File: src/rtl/decode_stage_hs.sv
// RV32I/M decode stage with valid/ready handshake on both sides.
// Holds on backpressure, inserts one bubble on load-use, and counts bubbles (saturating).
module decode_stage_hs #(
  parameter int unsigned XLEN     = 32,
  parameter bit          ENABLE_M = 1'b1,
  parameter int unsigned CNT_W    = 16
) (
  input  logic             clk_i,
  input  logic             rst_i,
  input  logic [XLEN-1:0]  pc_i,
  input  logic [XLEN-1:0]  inst_i,
  input  logic             if_valid_i,
  output logic             id_ready_o,
  input  logic [XLEN-1:0]  reg_data1_i,
  input  logic [XLEN-1:0]  reg_data2_i,
  output logic [4:0]       rs1_addr_o,
  output logic [4:0]       rs2_addr_o,
  input  logic             flush_i,
  input  logic             ex_ready_i,
  output logic             ex_valid_o,
  output logic [XLEN-1:0]  pc_o,
  output logic [XLEN-1:0]  imm_o,
  output logic [XLEN-1:0]  rs1_o,
  output logic [XLEN-1:0]  rs2_o,
  output logic [4:0]       rd_addr_o,
  output logic [4:0]       fwd_raddr1_o,
  output logic [4:0]       fwd_raddr2_o,
  output logic             rd_we_o,
  output logic             mem_re_o,
  output logic             mem_we_o,
  output logic             shiftsel_o,
  output logic             addsubsel_o,
  output logic             jtypesel_o,
  output logic [2:0]       opfunc3_o,
  output logic [3:0]       optype_o,
  output logic             illegal_o,
  output logic             loaduse_hazard_o,
  output logic [CNT_W-1:0] stall_cnt_o
);

  localparam logic [3:0] OptR     = 4'd0;
  localparam logic [3:0] OptI     = 4'd1;
  localparam logic [3:0] OptB     = 4'd2;
  localparam logic [3:0] OptS     = 4'd3;
  localparam logic [3:0] OptLui   = 4'd4;
  localparam logic [3:0] OptAuipc = 4'd5;
  localparam logic [3:0] OptJump  = 4'd6;
  localparam logic [3:0] OptLoad  = 4'd7;
  localparam logic [3:0] OptMul   = 4'd8;
  localparam logic [3:0] OptIll   = 4'd15;

  logic [6:0]      w_opcode, w_funct7;
  logic [2:0]      w_funct3;
  logic [4:0]      w_rd, w_rs1, w_rs2;
  logic [3:0]      w_optype;
  logic [XLEN-1:0] w_imm;
  logic            w_use1, w_use2, w_wr;
  logic            w_can_adv, w_hazard;

  logic             r_valid, r_rd_we, r_mem_re, r_mem_we, r_shift, r_addsub, r_jtype, r_ill;
  logic [XLEN-1:0]  r_pc, r_imm, r_rs1, r_rs2;
  logic [4:0]       r_rd, r_ra1, r_ra2;
  logic [2:0]       r_f3;
  logic [3:0]       r_optype;
  logic [CNT_W-1:0] r_cnt;

  assign w_opcode = inst_i[6:0];
  assign w_rd     = inst_i[11:7];
  assign w_funct3 = inst_i[14:12];
  assign w_rs1    = inst_i[19:15];
  assign w_rs2    = inst_i[24:20];
  assign w_funct7 = inst_i[31:25];

  always_comb begin
    w_optype = OptIll;
    w_imm    = '0;
    w_use1   = 1'b0;
    w_use2   = 1'b0;
    w_wr     = 1'b0;
    case (w_opcode)
      7'b0110011: begin
        // funct7 0000001 is MULDIV; without the M extension it decodes as illegal
        if (w_funct7 == 7'b0000001) begin
          if (ENABLE_M) begin
            w_optype = OptMul;
            w_use1   = 1'b1;
            w_use2   = 1'b1;
            w_wr     = 1'b1;
          end
        end else begin
          w_optype = OptR;
          w_use1   = 1'b1;
          w_use2   = 1'b1;
          w_wr     = 1'b1;
        end
      end
      7'b0010011: begin
        w_optype = OptI;
        w_imm    = {{20{inst_i[31]}}, inst_i[31:20]};
        w_use1   = 1'b1;
        w_wr     = 1'b1;
      end
      7'b0000011: begin
        w_optype = OptLoad;
        w_imm    = {{20{inst_i[31]}}, inst_i[31:20]};
        w_use1   = 1'b1;
        w_wr     = 1'b1;
      end
      7'b0100011: begin
        w_optype = OptS;
        w_imm    = {{20{inst_i[31]}}, inst_i[31:25], inst_i[11:7]};
        w_use1   = 1'b1;
        w_use2   = 1'b1;
      end
      7'b1100011: begin
        w_optype = OptB;
        w_imm    = {{19{inst_i[31]}}, inst_i[31], inst_i[7], inst_i[30:25], inst_i[11:8], 1'b0};
        w_use1   = 1'b1;
        w_use2   = 1'b1;
      end
      7'b0110111: begin
        w_optype = OptLui;
        w_imm    = {inst_i[31:12], 12'b0};
        w_wr     = 1'b1;
      end
      7'b0010111: begin
        w_optype = OptAuipc;
        w_imm    = {inst_i[31:12], 12'b0};
        w_wr     = 1'b1;
      end
      7'b1101111: begin
        w_optype = OptJump;
        w_imm    = {{11{inst_i[31]}}, inst_i[31], inst_i[19:12], inst_i[20], inst_i[30:21], 1'b0};
        w_wr     = 1'b1;
      end
      7'b1100111: begin
        w_optype = OptJump;
        w_imm    = {{20{inst_i[31]}}, inst_i[31:20]};
        w_use1   = 1'b1;
        w_wr     = 1'b1;
      end
      default: ;
    endcase
  end

  assign w_hazard = if_valid_i & r_valid & r_mem_re & (r_rd != 5'd0) &
                    ((w_use1 & (w_rs1 == r_rd)) | (w_use2 & (w_rs2 == r_rd)));
  assign w_can_adv = ~r_valid | ex_ready_i;

  always_ff @(posedge clk_i) begin
    if (rst_i) begin
      r_valid <= 1'b0; r_rd_we <= 1'b0; r_mem_re <= 1'b0; r_mem_we <= 1'b0;
      r_shift <= 1'b0; r_addsub <= 1'b0; r_jtype <= 1'b0; r_ill <= 1'b0;
      r_f3 <= '0; r_optype <= '0; r_cnt <= '0;
      r_pc <= '0; r_imm <= '0; r_rs1 <= '0; r_rs2 <= '0;
      r_rd <= '0; r_ra1 <= '0; r_ra2 <= '0;
    end else if (flush_i || (w_can_adv && (w_hazard || !if_valid_i))) begin
      // Flush, load-use bubble and idle all leave an invalid, control-free slot
      r_valid <= 1'b0; r_rd_we <= 1'b0; r_mem_re <= 1'b0; r_mem_we <= 1'b0;
      r_shift <= 1'b0; r_addsub <= 1'b0; r_jtype <= 1'b0; r_ill <= 1'b0;
      r_f3 <= '0; r_optype <= '0;
      if (!flush_i && w_hazard && (r_cnt != '1)) r_cnt <= r_cnt + CNT_W'(1);
    end else if (w_can_adv) begin
      r_valid  <= 1'b1;
      r_rd_we  <= w_wr & (w_rd != 5'd0);
      r_mem_re <= (w_optype == OptLoad);
      r_mem_we <= (w_optype == OptS);
      r_shift  <= (w_funct7 == 7'b0100000);
      r_addsub <= (w_optype == OptR) & (w_funct7 == 7'b0100000) & (w_funct3 == 3'b000);
      r_jtype  <= (w_opcode == 7'b1101111);
      r_ill    <= (w_optype == OptIll);
      r_f3     <= (w_optype == OptLui) ? 3'b000 : w_funct3;
      r_optype <= w_optype;
      r_pc     <= pc_i;
      r_imm    <= w_imm;
      r_rs1    <= reg_data1_i;
      r_rs2    <= reg_data2_i;
      r_rd     <= w_rd;
      r_ra1    <= w_rs1;
      r_ra2    <= w_rs2;
    end
  end

  assign id_ready_o       = flush_i | (w_can_adv & ~w_hazard);
  assign loaduse_hazard_o = w_hazard;
  assign rs1_addr_o       = w_rs1;
  assign rs2_addr_o       = w_rs2;
  assign ex_valid_o       = r_valid;
  assign pc_o             = r_pc;
  assign imm_o            = r_imm;
  assign rs1_o            = r_rs1;
  assign rs2_o            = r_rs2;
  assign rd_addr_o        = r_rd;
  assign fwd_raddr1_o     = r_ra1;
  assign fwd_raddr2_o     = r_ra2;
  assign rd_we_o          = r_rd_we;
  assign mem_re_o         = r_mem_re;
  assign mem_we_o         = r_mem_we;
  assign shiftsel_o       = r_shift;
  assign addsubsel_o      = r_addsub;
  assign jtypesel_o       = r_jtype;
  assign opfunc3_o        = r_f3;
  assign optype_o         = r_optype;
  assign illegal_o        = r_ill;
  assign stall_cnt_o      = r_cnt;

endmodule

File: config.mk
export PLATFORM = sky130hd
export DESIGN_NAME = decode_stage_hs
export DESIGN_NICKNAME = d
export VERILOG_FILES = /design/src/rtl/decode_stage_hs.sv
export SDC_FILE = /design/constraint.sdc
export NUM_CORES = 1
export LEC_CHECK = 0
export CAP_MARGIN = 20
export CELL_PAD_IN_SITES_DETAIL_PLACEMENT = 1
export CELL_PAD_IN_SITES_GLOBAL_PLACEMENT = 1
export CORE_MARGIN = 1.5
export CORE_UTILIZATION = 32
export CTS_CLUSTER_SIZE = 20
export DETAILED_ROUTE_END_ITERATION = 16
export GPL_TIMING_DRIVEN = 0
export PLACE_DENSITY = 0.88
export SYNTH_ARGS = -nofsm -noshare
export SYNTH_HDL_FRONTEND = slang
export SYNTH_SLANG_ARGS = --single-unit
File: constraint.sdc
create_clock -name clk_i -period 2.8 [get_ports clk_i]
set_input_delay 0.56 -clock clk_i [delete_from_list [all_inputs] [get_ports clk_i]]
set_output_delay 0.56 -clock clk_i [all_outputs]
set_load 0.05 [all_outputs]
==> Word-level counts from Yosys, hierarchy flattened <==
Cells that the tools add are included.
{ "totals": {"ff_bits": 174, "inputBits": 133, "wordCells": 80} }
{ "op_classes": {"bitwise": 16, "eq_ne": 18, "addsub": 1, "reduce_logical": 20, "n_mux": 7} }
{ "ops": {"columns": ["op", "count"], "rows": [
  ["32-bit one-hot mux with 5 select lines", 1],
  ["4-bit one-hot mux with 8 select lines", 1],
  ["7-bit by 6-bit == test with 1-bit output (second input constant)", 4],
  ["7-bit == test (second input constant)", 3],
  ["16-bit by 1-bit adder with 16-bit output (second input constant)", 1],
  ["16-bit != test (second input constant)", 1],
  ["7-bit by 5-bit == test with 1-bit output (second input constant)", 2],
  ["1-bit AND", 10],
  ["5-bit == test", 2],
  ["5-bit nonzero test", 2],
  ["4-bit by 3-bit == test with 1-bit output (second input constant)", 2],
  ["7-bit by 1-bit == test with 1-bit output (second input constant)", 1],
  ["7-bit by 2-bit == test with 1-bit output (second input constant)", 1],
  ["7-bit OR reduction", 1],
  ["2-bit OR reduction", 3],
  ["3-bit OR reduction", 2],
  ["6-bit OR reduction", 1],
  ["4-bit by 2-bit == test with 1-bit output (second input constant)", 1],
  ["4-bit == test (second input constant)", 1],
  ["4-bit logical NOT", 1],
  ["4-bit two-way mux", 1],
  ["2-bit AND reduction", 2],
  ["1-bit logical AND", 3],
  ["3-bit logical NOT", 1],
  ["6 further kinds", 14]
]} }

==> Longest topological paths before layout <==
Gate-level depths: netlist of run 1.
{ "depth": {"depth_word": 11, "mapped_depth": 9, "ltp_nobuf": 6} }

==> Worst setup path before layout of run 1 <==
Ideal clock, no wire load.
{ "synth_timing": {"kind": "input to output", "start": "input port inst_i[6]", "end": "output port id_ready_o", "arrival_ns": 3.175, "slack_ns": -0.935, "n_path_buf": 3, "stages": 8, "path_cell_list": "buf_6 a211oi_1 nand4_1 o22a_1 buf_2 clkbuf_1 nor2_1 o21ai_0"} }
{ "synth_between": {"elab_chain_len": 9, "word_cells_on_any_way": 17} }
{ "synth_lines": {"columns": ["element", "line_no", "source"], "rows": [
  ["from (decl)", "11", "input logic [XLEN-1:0] inst_i,"],
  ["7-bit by 6-bit == test with 1-bit output (tied with other cells)", "80", "case (w_opcode)"],
  ["6-bit OR reduction (no line) or 3-bit OR reduction (tied branches)", null, null],
  ["1-bit two-way mux", null, null],
  ["1-bit AND", "147", "((w_use1 & (w_rs1 == r_rd)) | (w_use2 & (w_rs2 == r_rd)));"],
  ["1-bit bitwise OR *", "147", null],
  ["1-bit AND *", "146", "assign w_hazard = if_valid_i & r_valid & r_mem_re & (r_rd != 5'd0) &"],
  ["net loaduse_hazard_o", "37", "output logic loaduse_hazard_o,"],
  ["1-bit NOT *", "184", "assign id_ready_o = flush_i | (w_can_adv & ~w_hazard);"],
  ["1-bit AND *", "184", null],
  ["1-bit bitwise OR *", "184", null],
  ["to (decl)", "13", "output logic id_ready_o,"]
]} }
Mark *: on every way through the listed nets, which the timed path passes. The rest lies on a longest branch.

==> Worst setup path in the final report of run 1 <==
{ "layout_timing": {"start": "register r_rd[0] (netlist: rd_addr_o[0])", "end": "output port id_ready_o"} }
{ "layout_between": {"elab_chain_len": 7, "word_cells_on_any_way": 11} }
{ "layout_lines": {"columns": ["element", "line_no", "source"], "rows": [
  ["from (decl)", "62", "logic [4:0] r_rd, r_ra1, r_ra2;"],
  ["from (signal assigned)", "178", "r_rd <= w_rd;"],
  ["5-bit == test", "147", null],
  ["1-bit AND", "147", null],
  ["1-bit bitwise OR", "147", null],
  ["1-bit AND *", "146", null],
  ["1-bit NOT *", "184", null],
  ["1-bit AND *", "184", null],
  ["1-bit bitwise OR *", "184", null]
]} }
Mark *: on every way between the ends. The rest lies on a longest branch, timed or not.

==> flow_summary.ini, run 1 <==
[status]
status = completed

[setup_path]
crit_buf_inv = 1
critical_path_class = flop to primary output
cp.arrival_ps = 2190
cp.required_ps = 2240
setup.worst_path.start_class = flop
crit_chain = or4_1 -> nor2_2 -> or3_4 -> nor2_4 -> o21ai_4 -> buf_6
critPathTopFamily = simple AND/OR/NAND/NOR gates
slowest_stage = or4_1
endpoint_kind = primary output
critPathMaxFanout = 5
slowest_delay_ps = 580

[place]
dp.cells = 1585
gp_congestion = 0.857
port_buffers = 315
dpl.hpwl_um = 23200

[floorplanning]
die_w_um = 162
rows = 57
core_mm2 = 0.0245
die_h_um = 162
num_io_pins = 319
start_util = 0.329
dieArea_mm2 = 0.0262

[timing]
slew_headroom = 0.321
hold_viol_final = 0
holdWs_ps = 456
slew_violations = 0
setup_viol = 0
grt_setup_unrepaired = no
tightest_slew_ps = 1000
finClkSkew_ps = 11.6
fmax_mhz = 363
post-route-period-util = 0.983
finalCriticalPeriod_ps = 2750

[synthesis]
synth.distinct_cells = 56
synth_top_area_frac = 0.431
synth_top_area_cell = dfxtp_1
ys_warn_count = 0
ys_seq_elements = 174
yosys-top-cells-area = dfxtp_1, mux2i_1, nand2_1, nand3_1, clkbuf_1
synth_edf_count = 0
syn_area_per_cell_um2 = 8.54
yosysSeqAreaShare = 0.431
syn_inst = 946
syn-cell-area_mm2 = 0.00808
async_reset_ff_frac = 0
syn_nets = 1080
synthFlopType = dfxtp_1

[detailed_routing]
antenna_left = 0
drt_iter0_drc = 450
num_vias = 8292
drc = 0
wl_per_cell_um = 19.0
vias_per_cell = 5.11
drt_wl_total_um = 30800
drt_pre_antenna_iters = 5

[clocking]
insertion_delay_ps = 450
cts_max_level = 4
root_buffer = clkbuf_16
hold_buffers = 0
clk_path_buf_depth = 2
cts_tree = done
clk_pin_slew_ps = 80
cts_made_buffers = 17
cts.sinks = 174

[cells_and_area]
syn_to_final_growth_pct = 52.7
nets = 1418
fin_cells = 1623
final_util = 0.502
layout-drive-gt1-share = 0.0725

[grt]
grt_first_pass_wirelength_um = 47500
grt_pass1_vias = 8478
grt_max_degree = 21
track_usage = 0.232
grt-ovfl-total = 0
antenna_found_initial = 2

[pwr]
power.leakage_nw = 4.63
irDropWorstVdd_mv = 0.301
p_switching_mw = 2.11
p_sw_frac = 0.330
combPwrFrac = 0.202
p_int_mw = 4.30
seqPwrFrac = 0.411
p_clk_frac = 0.388
power.density_mw_per_mm2 = 520
fin_total_pwr_mw = 6.41

[min_path]
hold_class = flop to flop

[job]
maxCapViolCount = 0
## area by class of cell
type / instances / area (um2)
sequential: 174 / 3480
clock buffer: 17 / 425
multi-input combinational: 681 / 4180
inverter: 6 / 22.5
timing repair buffer: 320 / 3180
buffer: 84 / 442
antenna: 2 / 5.00
clock inverter: 15 / 189
fill: 2873 / 12200
tap: 324 / 405
## placed cells by master (no fill, tap or decap), drive strengths merged, types with 12 or more instances in the layout
cell type,Yosys,layout
nand3,42,42
clkbuf,54,72
buf,31,37
mux2i,120,120
nand2,270,270
a21oi,29,29
and2,13,13
inv,6,14
clkdlybuf4s50,0,299
o211ai,19,19
a22oi,12,12
dfxtp,174,174
nor2,24,24
## kinds of logic after synthesis
| group | after synthesis | synth area share |
|---|---|---|
| DFF | 174 | 0.431 |
| buffers and inverters | 91 | 0.0569 |
| AOI/OAI and AO/OA | 122 | 0.104 |
| and+or+nand+nor | 419 | 0.234 |
| xor gates and xnor gates | 10 | 0.0108 |
| adders and majority gates | 1 | 0.00155 |
| muxes | 129 | 0.161 |
## flip-flops by register name, indices dropped and copies added, names as in the netlist, 3 cells and up
signal / flops
fwd_raddr2_o: 5
optype_o: 4
pc_o: 32
imm_o: 32
rs1_o: 32
rd_addr_o: 5
rs2_o: 32
opfunc3_o: 3
fwd_raddr1_o: 5
stall_cnt_o: 16
## worst reg2reg max path: stages (launching register included)
cell and delay, ps:
dfxtp_1 390, or4_1 580, nor2_2 210, nor2_1 150
a21oi_1 150, buf_2 310, buf_6 250, buf_6 200
mux2i_1 250
## what timing repair did
action | CTS | global route
gates resized for setup | 36 | 4
pin swaps | 3 | 3
hold endpoints to repair | 0 | 0
gates cloned | 0 | 0
setup buffers | 2 | 3
setup endpoints to repair | 2 | 2
## per-stage QoR
stage          area (um2)  setup slack [ps]  TNS [ps]
5_1_grt             12300              3.38         0
3_5_place_dp        11700             -1400    -24210
6_report            12300              48.8         0
4_1_cts             12300              8.92         0
3_3_place_gp        11700             -1410    -19030
2_1_floorplan        8090              5.04         0
## final timing paths
| kind | startpoint | to | slack (ps) | depth (start not counted) |
|---|---|---|---|---|
| setup / recovery | rd_addr_o[0] | id_ready_o | 50 | 6 |
| setup reg to reg | rd_addr_o[0] | rs2_o[22] | 220 | 8 |
| hold / removal | rs2_o[4] | rs2_o[4] | 460 | 2 |
| hold reg to reg | rs2_o[4] | rs2_o[4] | 460 | 2 |
## cells in the mapped netlist (7+ instances only)
library cell and count:
a211oi_1 10, a21oi_1 29, a22oi_1 12, a31oi_1 11
and2_1 13, buf_2 7, buf_4 17, clkbuf_1 54
dfxtp_1 174, mux2_2 9, mux2i_1 120, nand2_1 270
nand3_1 42, nand4_1 8, nor2_1 24, nor2b_1 9
nor4_1 10, o211ai_1 18, o21ai_0 9, or4_1 11
xnor2_1 10
## power by group through the flow
stage               Clock (mW)  Combinational [mW]  Sequential, mW
finish                    2.48                1.29            2.63
global route              2.64                1.36            2.65
CTS                       2.54                1.30            2.63
detailed placement           0                1.29            2.69
global placement             0                1.27            2.68
floorplan                    0               0.386            3.04
## per-layer routing
metal	part of all wire	GRT usage	up-vias
met5	0	0	-
met4	0.020	0.0730	0
met3	0.063	0.0572	39
met2	0.49	0.400	254
met1	0.43	0.283	4045
li1	-	-	3954
No activity file was read; power rests on OpenSTA's default activity.
==> run 2: changes to the inputs <==
--- a/config.mk
+++ b/config.mk
@@ -10,7 +10,7 @@
 export CELL_PAD_IN_SITES_GLOBAL_PLACEMENT = 1
 export CORE_MARGIN = 1.5
 export CORE_UTILIZATION = 32
-export CTS_CLUSTER_SIZE = 20
+export CTS_CLUSTER_SIZE = 30
 export DETAILED_ROUTE_END_ITERATION = 16
 export GPL_TIMING_DRIVEN = 0
 export PLACE_DENSITY = 0.88
==> results of run 2 <==
No change in the layout: final DEF, timing and power equal those of run 1.
==> run 3: changes to the inputs <==
--- a/config.mk
+++ b/config.mk
@@ -5,6 +5,7 @@
 export SDC_FILE = /design/constraint.sdc
 export NUM_CORES = 1
 export LEC_CHECK = 0
+export ABC_CLOCK_PERIOD_IN_PS = 2800
 export CAP_MARGIN = 20
 export CELL_PAD_IN_SITES_DETAIL_PLACEMENT = 1
 export CELL_PAD_IN_SITES_GLOBAL_PLACEMENT = 1
@@ -14,6 +15,7 @@
 export DETAILED_ROUTE_END_ITERATION = 16
 export GPL_TIMING_DRIVEN = 0
 export PLACE_DENSITY = 0.88
+export SLEW_MARGIN = 15
 export SYNTH_ARGS = -nofsm -noshare
 export SYNTH_HDL_FRONTEND = slang
 export SYNTH_SLANG_ARGS = --single-unit
==> constraint.sdc (replaced) <==
create_clock -name clk_i -period 2.8 [get_ports clk_i]
set_input_delay 0.28 -clock clk_i [delete_from_list [all_inputs] [get_ports clk_i]]
set_output_delay 0.28 -clock clk_i [all_outputs]
set_load 0.05 [all_outputs]
==> run 3 against run 2 <==
Clock skew is 0.56 ps higher. Fmax is 1.2% higher. Largest cell class unchanged. First-iteration DRC count is 19% lower. Clock power is 2% lower. Highest routed layer unchanged. Utilization is 0.42 points lower. Sequential power hardly changed. Setup slack better by 31 ps. Routed wire length is 2.1% higher. Combinational power hardly changed. Die area stayed put. Critical path depth is 2 higher. Hold slack worse by 63 ps.
==> flow_summary.ini, run 3 (same netlist as run 1, synthesis figures left out) <==
[status]
status = completed

[grt]
grt_pass1_vias = 8466
grt_max_degree = 20
antenna_found_initial = 1
busiest_layer = met2
grtUsageMet3 = 0.0712
grt_util_met2 = 0.400
grtUsageMet1 = 0.286
track_usage = 0.236
grt-ovfl-total = 0
grt_first_pass_wirelength_um = 48000

[cells_and_area]
fill_cells = 2865
mostFrequentLayoutCell = clkdlybuf4s50_1
syn_to_final_growth_pct = 51.4
fin_cells = 1617
final_cell_mix = clkdlybuf4s50_1, nand2_1, dfxtp_1
multi_input_area_mm2 = 0.00415
seqCellArea_mm2 = 0.00348
layout-drive-gt1-share = 0.0642
nets = 1413
design_area_mm2 = 0.0122

[floorplanning]
core_mm2 = 0.0245
num_io_pins = 319
rows = 57
die_h_um = 162
die_w_um = 162
start_util = 0.329
dieArea_mm2 = 0.0262

[clocking]
insertion_delay_ps = 430
cts_max_level = 4
cts.sinks = 174
hold_buffers = 0
root_buffer = clkbuf_16
cts_tree = done
clk_path_buf_depth = 2
cts_made_buffers = 17
post_cts_buffers = 0
clk_pin_slew_ps = 80

[timing]
holdWs_ps = 393
hold_viol_final = 0
finClkSkew_ps = 12.2
fmax_mhz = 368
slew_violations = 0
slew_headroom = 0.359
setup_ws_ps = 80.2
finalCriticalPeriod_ps = 2720
setup_viol = 0
tightest_slew_ps = 962
post-route-period-util = 0.971
grt_setup_unrepaired = no

[setup_path]
endpoint_kind = primary output
critPathMaxFanout = 19
cp.arrival_ps = 2440
setup.worst_path.start_class = primary input
critical_path_class = primary input to primary output
cp.required_ps = 2520

[pwr]
power.density_mw_per_mm2 = 521
power.leakage_nw = 4.55
irDropWorstVdd_mv = 0.352

[detailed_routing]
drc = 0
drt_iter0_drc = 363
antenna_left = 0
vias_per_cell = 5.10
num_vias = 8239
drt_wl_total_um = 31500
drt_pre_antenna_iters = 4
wl_per_cell_um = 19.5

[min_path]
hold_class = primary input to flop

[place]
gp_congestion = 0.902
port_buffers = 315
postPlaceCellArea_mm2 = 0.0116
place_ws_ps = -1110
dp.cells = 1585
dpl.hpwl_um = 24400

[job]
maxCapViolCount = 0
## run 3: cell count changes in the layout (fill, tap and decap cells not counted), moves of 2 or more
| cell | before | now |
|---|---|---|
| buf_6 | 8 | 6 |
| clkinvlp_4 | 0 | 2 |
| clkdlybuf4s50_1 | 299 | 312 |
| buf_4 | 22 | 18 |
| dlymetal6s2s_1 | 2 | 0 |
| dlygate4sd2_1 | 11 | 1 |
| clkinv_8 | 6 | 0 |
| buf_2 | 6 | 8 |
## run 3: critical path, stage by stage
cell,delay [ps]
clkdlybuf4s50_1,550
a211oi_2,300
nand4_1,170
o22a_2,310
buf_4,230
nor2_2,220
o21ai_2,120
buf_2,240
## run 3: repair_timing
action | CTS | global route
gates resized for setup | 13 | 1
endpoints found under the setup margin | 2 | 1
pin swaps | 0 | 0
hold endpoints to repair | 0 | 0
## run 3: area by class of cell
class,instances,share of cell area
multi-input cells,681,0.339
clock buffers,19,0.0362
diodes,1,0.000205
plain buffers,84,0.0356
clock inverters,13,0.0119
well taps,324,0.0332
inverters,6,0.00184
flip-flops and latches,174,0.285
repair buffers,315,0.257
## run 3: path summary, 6_finish.rpt
path	cells after the start	end	start	slack [ps]
setup / recovery	8	id_ready_o	inst_i[3]	80
hold / removal	3	rs2_o[6]	reg_data2_i[6]	390
setup reg to reg	8	rs1_o[2]	rd_addr_o[0]	190
hold reg to reg	2	pc_o[2]	pc_o[2]	460
## run 3: power by group
group / internal (mW) / total (mW) / switching, mW / leakage, nW
logic: 0.501 / 1.30 / 0.796 / 2.85
clock network: 1.29 / 2.43 / 1.14 / 0.284
registers: 2.58 / 2.64 / 0.0613 / 1.42
## run 3: per-layer routing
metal,up-vias,wire length (um)
met4,0,702
met3,37,2540
met2,284,14900
met5,-,0
li1,3952,-
met1,3966,13400
## run 3: stage by stage
stage | power (mW) | setup TNS, ps | util
2_1_floorplan | 3.42 | 0 | -
4_1_cts | 6.41 | 0 | 0.498
5_1_grt | 6.60 | 0 | 0.498
6_report | 6.37 | 0 | 0.498
3_3_place_gp | 3.97 | -5740 | 0.474
3_5_place_dp | 3.99 | -6440 | 0.474
